`src/rtl/pc_fetch_if.sv`:
```
// Program-memory read port for pc_fetch: byte-wide req/ack handshake.
// The master (pc_fetch) drives the request and address; the slave (memory) returns data.
interface pc_fetch_if #(
  parameter int unsigned ADDR_W = 8
);
  logic              mem_req;
  logic [ADDR_W-1:0] mem_addr;
  logic              mem_ack;
  logic [7:0]        mem_data;

  modport master (
    output mem_req,
    output mem_addr,
    input  mem_ack,
    input  mem_data
  );

  modport slave (
    input  mem_req,
    input  mem_addr,
    output mem_ack,
    output mem_data
  );
endinterface

```
`src/rtl/pc_fetch.sv`:
```
// Program counter and instruction-fetch sequencer: fetches opcode (+ optional immediate),
// holds it for execution, then continues sequentially or loads the jump target.
module pc_fetch #(
  parameter int unsigned       ADDR_W   = 8,
  parameter logic [ADDR_W-1:0] RESET_PC = '0
) (
  input  logic              clk,
  input  logic              reset,
  input  logic              run,
  pc_fetch_if.master        mem,
  output logic [7:0]        ins,
  output logic              ins_valid,
  input  logic              imm_needed,
  output logic [7:0]        imm,
  output logic              imm_valid,
  input  logic              exec_done,
  input  logic              pcoe,
  input  logic [ADDR_W-1:0] pcout,
  output logic [ADDR_W-1:0] pc
);

  typedef enum logic [2:0] {
    StIdle,
    StFetchIns,
    StDecode,
    StFetchImm,
    StExec
  } state_e;

  state_e            state_q;
  logic [ADDR_W-1:0] pc_q;
  logic              req_q;
  logic [7:0]        ins_q;
  logic              ins_valid_q;
  logic [7:0]        imm_q;
  logic              imm_valid_q;

  always_ff @(posedge clk) begin
    if (reset) begin
      state_q     <= StIdle;
      pc_q        <= RESET_PC;
      req_q       <= 1'b0;
      ins_q       <= 8'h00;
      ins_valid_q <= 1'b0;
      imm_q       <= 8'h00;
      imm_valid_q <= 1'b0;
    end else begin
      unique case (state_q)
        StIdle: begin
          if (run) begin
            state_q <= StFetchIns;
            req_q   <= 1'b1;
          end
        end
        StFetchIns: begin
          if (mem.mem_ack) begin
            ins_q       <= mem.mem_data;
            pc_q        <= pc_q + ADDR_W'(1);
            req_q       <= 1'b0;
            ins_valid_q <= 1'b1;
            imm_valid_q <= 1'b0;
            state_q     <= StDecode;
          end
        end
        StDecode: begin
          if (imm_needed) begin
            state_q <= StFetchImm;
            req_q   <= 1'b1;
          end else begin
            state_q <= StExec;
          end
        end
        StFetchImm: begin
          if (mem.mem_ack) begin
            imm_q       <= mem.mem_data;
            pc_q        <= pc_q + ADDR_W'(1);
            req_q       <= 1'b0;
            imm_valid_q <= 1'b1;
            state_q     <= StExec;
          end
        end
        StExec: begin
          // pc already points past the instruction; only a taken branch overrides it
          if (exec_done) begin
            if (pcoe) begin
              pc_q <= pcout;
            end
            ins_valid_q <= 1'b0;
            imm_valid_q <= 1'b0;
            if (run) begin
              state_q <= StFetchIns;
              req_q   <= 1'b1;
            end else begin
              state_q <= StIdle;
            end
          end
        end
        default: begin
          state_q <= StIdle;
          req_q   <= 1'b0;
        end
      endcase
    end
  end

  assign mem.mem_req  = req_q;
  assign mem.mem_addr = pc_q;
  assign pc           = pc_q;
  assign ins          = ins_q;
  assign ins_valid    = ins_valid_q;
  assign imm          = imm_q;
  assign imm_valid    = imm_valid_q;

endmodule

```
`src/flat_wrapper.sv`:
```
// flat-port wrapper written by rule: the top's interface ports become plain ports
module pc_fetch_flat 
#(
  parameter int unsigned       ADDR_W   = 8,
  parameter logic [ADDR_W-1:0] RESET_PC = '0
)
  (clk, reset, run, ins, ins_valid, imm_needed, imm, imm_valid, exec_done, pcoe, pcout, pc, mem_mem_req, mem_mem_addr, mem_mem_ack, mem_mem_data);
  pc_fetch_if #(.ADDR_W(ADDR_W)) mem_i ();
  input  logic clk;
  input  logic reset;
  input  logic run;
  output logic [7:0] ins;
  output logic ins_valid;
  input  logic imm_needed;
  output logic [7:0] imm;
  output logic imm_valid;
  input  logic exec_done;
  input  logic pcoe;
  input  logic [ADDR_W-1:0] pcout;
  output logic [ADDR_W-1:0] pc;
  output wire logic [$bits(mem_i.mem_req)-1:0] mem_mem_req;
  output wire logic [$bits(mem_i.mem_addr)-1:0] mem_mem_addr;
  input wire logic [$bits(mem_i.mem_ack)-1:0] mem_mem_ack;
  input wire logic [$bits(mem_i.mem_data)-1:0] mem_mem_data;
  assign mem_mem_req = mem_i.mem_req;
  assign mem_mem_addr = mem_i.mem_addr;
  assign mem_i.mem_ack = mem_mem_ack;
  assign mem_i.mem_data = mem_mem_data;
  pc_fetch #(.ADDR_W(ADDR_W), .RESET_PC(RESET_PC)) u_core (.clk(clk), .reset(reset), .run(run), .mem(mem_i), .ins(ins), .ins_valid(ins_valid), .imm_needed(imm_needed), .imm(imm), .imm_valid(imm_valid), .exec_done(exec_done), .pcoe(pcoe), .pcout(pcout), .pc(pc));
endmodule
```
`config.mk`:
```
export PLATFORM = sky130hd
export DESIGN_NAME = pc_fetch_flat
export DESIGN_NICKNAME = d
export VERILOG_FILES = /design/src/rtl/pc_fetch_if.sv /design/src/rtl/pc_fetch.sv /design/src/flat_wrapper.sv
export SDC_FILE = /design/constraint.sdc
export NUM_CORES = 1
export LEC_CHECK = 0
export CAP_MARGIN = 20
export CORE_MARGIN = 5
export CORE_UTILIZATION = 40
export CTS_CLUSTER_SIZE = 10
export DETAILED_ROUTE_END_ITERATION = 12
export GPL_ROUTABILITY_DRIVEN = 0
export MAX_ROUTING_LAYER = met4
export PLACE_DENSITY = 0.82
export SETUP_SLACK_MARGIN = 0.02
export SLEW_MARGIN = 20
export SYNTH_ARGS = -nofsm -noshare
export SYNTH_HDL_FRONTEND = slang
export SYNTH_SLANG_ARGS = --single-unit
```
`constraint.sdc`:
```
create_clock -name clk -period 2.9 [get_ports clk]
set_clock_uncertainty 0.1 [all_clocks]
set_input_delay 0.725 -clock clk [delete_from_list [all_inputs] [get_ports clk]]
set_output_delay 0.725 -clock clk [all_outputs]
set_load 0.01 [all_outputs]
```
==> flow_summary.json <==
{
  "antenna_found_initial": 0,
  "die_w_um": 71.7,
  "routedWlPerCell_um": 13.5,
  "synth_edf_count": 0,
  "status": "finished, final reports clean",
  "drv_cap": 0,
  "syn_area_mm2": 0.00152,
  "drt_iter0_drc": 194,
  "diodes": 0,
  "nNetsFinal": 254,
  "pwr-share-clk_pct": 45.8,
  "post-route-period-util_pct": 74.5,
  "tns_ns": 0,
  "cp.arrival_ns": 1.33,
  "hold_buffers": 0,
  "die_y_um": 71.7,
  "yosys.area.top_type": "dfxtp_1",
  "yosysSeqAreaShare_pct": 39.4,
  "start_util_pct": 41.3,
  "route.detailed.drc": 0,
  "power_density_mw_per_mm2": 527,
  "syn2layout_area_growth_pct": 41.6,
  "synthTopCellsByArea": "dfxtp_1, a21oi_1, nand2_1, buf_4, o21ai_0",
  "rsz0062_at_grt": "false",
  "seq_power_share_pct": 40.1,
  "critical-path-top-delay-family": "buffers and inverters",
  "p_int_mw": 0.887,
  "place.detailed.hpwl_um": 2700,
  "combPwrFrac_pct": 14.1,
  "path_cells": "clkdlybuf4s50_1",
  "finalNonFillerCells": 279,
  "drt-total-wl_um": 3750,
  "postSynthCellCount": 184,
  "switching_share_pct": 22.0,
  "cts_buffers": 5,
  "synthArstFlopShare_pct": 0,
  "core_area_mm2": 0.00369,
  "port-buffer-count": 57,
  "cts_setup_buffers": 0,
  "setup_viol": 0,
  "synthFlopType": "dfxtp_1",
  "hp-class": "reg -> reg",
  "syn_avg_cell_area_um2": 8.28,
  "die_area_mm2": 0.00514,
  "hold_viol_final": 0,
  "cts-resized-gates": 0,
  "critPathMaxStageDelay_ns": 0.59,
  "via_per_inst": 5.11,
  "firstDrtPassIters": 4,
  "drv_slew": 0,
  "layout_min_cycle_time_ns": 2.16,
  "cp_max_fo": 8,
  "ctsLongestPathBuffers": 2,
  "worst_setup_path_start_kind": "flip-flop",
  "ioPinCount": 58,
  "synthesis.nets": 208,
  "grt_pass1_vias": 1273,
  "crit_type": "reg -> out",
  "synth_top_area_share_pct": 39.4,
  "post-place-cells": 271,
  "p_switching_mw": 0.250,
  "worstMarginPinSlew_ns": 0.710,
  "clk_latency_ns": 0.28,
  "max_slew_margin_pct": 52.6,
  "layout_setup_ws_ns": 0.741,
  "p_leak_nw": 0.729,
  "cts_tree": "built",
  "required_ns": 2.08,
  "synth_cell_types": 45,
  "path_buf_inv": 1,
  "rows": 22,
  "cts_sinks": 30,
  "cp_slowest_cell": "clkdlybuf4s50_1",
  "irDropWorstVdd_v": 0.000376,
  "antenna_left": 0,
  "cts.htree.levels": 2,
  "vias": 1425,
  "cp-end-kind": "output pin",
  "clock_tree.root_cell": "clkbuf_8",
  "fmax_mhz": 463,
  "grt_max_degree": 22,
  "gr-total-overflow": 0,
  "grt_usage_pct": 15.4,
  "grt_first_pass_wirelength_um": 6090,
  "synth_warnings": 0,
  "path_clk_slew_ns": 0.06,
  "dpl_worst_slack_ns": 0.577,
  "ys_seq_elements": 30,
  "drive_gt1_share_pct": 8.23
}
-- cell type report --
cell class	count	area [um2]
Sequential cell	30	601
Tap cell	48	60.1
Clock inverter	2	60.1
Clock buffer	6	82.6
Timing Repair Buffer	58	578
Inverter	1	3.75
Fill cell	358	1530
Multi-Input combinational cell	134	773
-- layout by cell type (no fill, tap or decap), drive strengths merged, types with 2 or more instances in the layout --
cell type	Yosys	layout
and2	3	3
bufinv	0	2
nor2b	2	2
nor3b	5	5
and2b	2	2
nor2	7	7
clkbuf	4	6
a21oi	31	31
nand2b	4	4
o21ai	13	13
a32oi	2	2
or2	2	2
and4	2	2
clkdlybuf4s50	0	57
a31oi	2	2
mux2i	2	2
nand2	35	35
a211oi	2	2
nand3b	3	3
nand3	3	3
dfxtp	30	30
-- worst paths after layout --
path,depth (start not counted),startpoint,slack (ns),to
worst max-delay path,1,u_core.mem.mem_addr[5]$_SDFFE_PP0P_,0.74,mem_mem_addr[5]
worst min-delay path,2,u_core.imm[0]$_SDFFE_PP0P_,0.35,u_core.imm[0]$_SDFFE_PP0P_
worst max register to register,4,u_core.state_q[2]$_SDFFE_PP0P_,0.94,u_core.mem.mem_addr[4]$_SDFFE_PP0P_
worst min register to register,2,u_core.imm[0]$_SDFFE_PP0P_,0.35,u_core.imm[0]$_SDFFE_PP0P_
-- kinds of logic after synthesis --
logic type | share of synthesized area (%)
xor gates and xnor gates | 0.575
DFF | 39.4
adders and majority gates | 0.821
buffers and inverters | 9.85
AOI/OAI and AO/OA | 21.8
muxes | 1.31
and+or+nand+nor | 26.2
-- per-stage QoR --
step | hold WS (ns) | total power [mW] | cell area (um2) | utilization, %
2_1_floorplan | 0.381 | 0.553 | 1520 | -
3_3_place_gp | 0.341 | 0.623 | 2020 | 54.6
3_5_place_dp | 0.347 | 0.626 | 2020 | 54.6
4_1_cts | 0.356 | 1.15 | 2160 | 58.5
5_1_grt | 0.380 | 1.18 | 2160 | 58.5
6_report | 0.354 | 1.14 | 2160 | 58.5
-- layer usage --
| layer | wire [um] | track usage [%] | up-vias | share of wire [%] |
|---|---|---|---|---|
| met5 | 0 | - | - | 0 |
| met4 | 31 | 6.89 | 0 | 0.83 |
| met3 | 287 | 4.49 | 4 | 7.6 |
| met2 | 1700 | 22.0 | 58 | 45 |
| met1 | 1740 | 19.8 | 634 | 46 |
| li1 | - | - | 729 | - |
-- power by group through the flow --
stage	Combinational (mW)	Clock (mW)	Sequential, mW
global placement	0.158	0	0.465
global route	0.175	0.545	0.460
detailed placement	0.161	0	0.465
CTS	0.162	0.534	0.456
finish	0.160	0.521	0.456
floorplan	0.0930	0	0.460
-- registers in the layout (all words and copies together) (netlist names) --
name	flops
u_core.imm	8
u_core.imm_valid	1
u_core.ins	8
u_core.ins_valid	1
u_core.mem.mem_addr	8
u_core.mem.mem_req	1
u_core.state_q	3
-- Yosys cell counts (all sizes together) (2+ instances only) --
cell     n
and2b    2
a211oi   2
nor2     7
and2     3
nor2b    2
mux2i    2
a21oi   31
a31oi    2
or2      2
nor3b    5
clkbuf   4
o21ai   13
nand2   35
nand2b   4
nand3b   3
nand3    3
buf     15
and4     2
dfxtp   30
a32oi    2
Note: power is estimated with default switching activity, not from simulation.
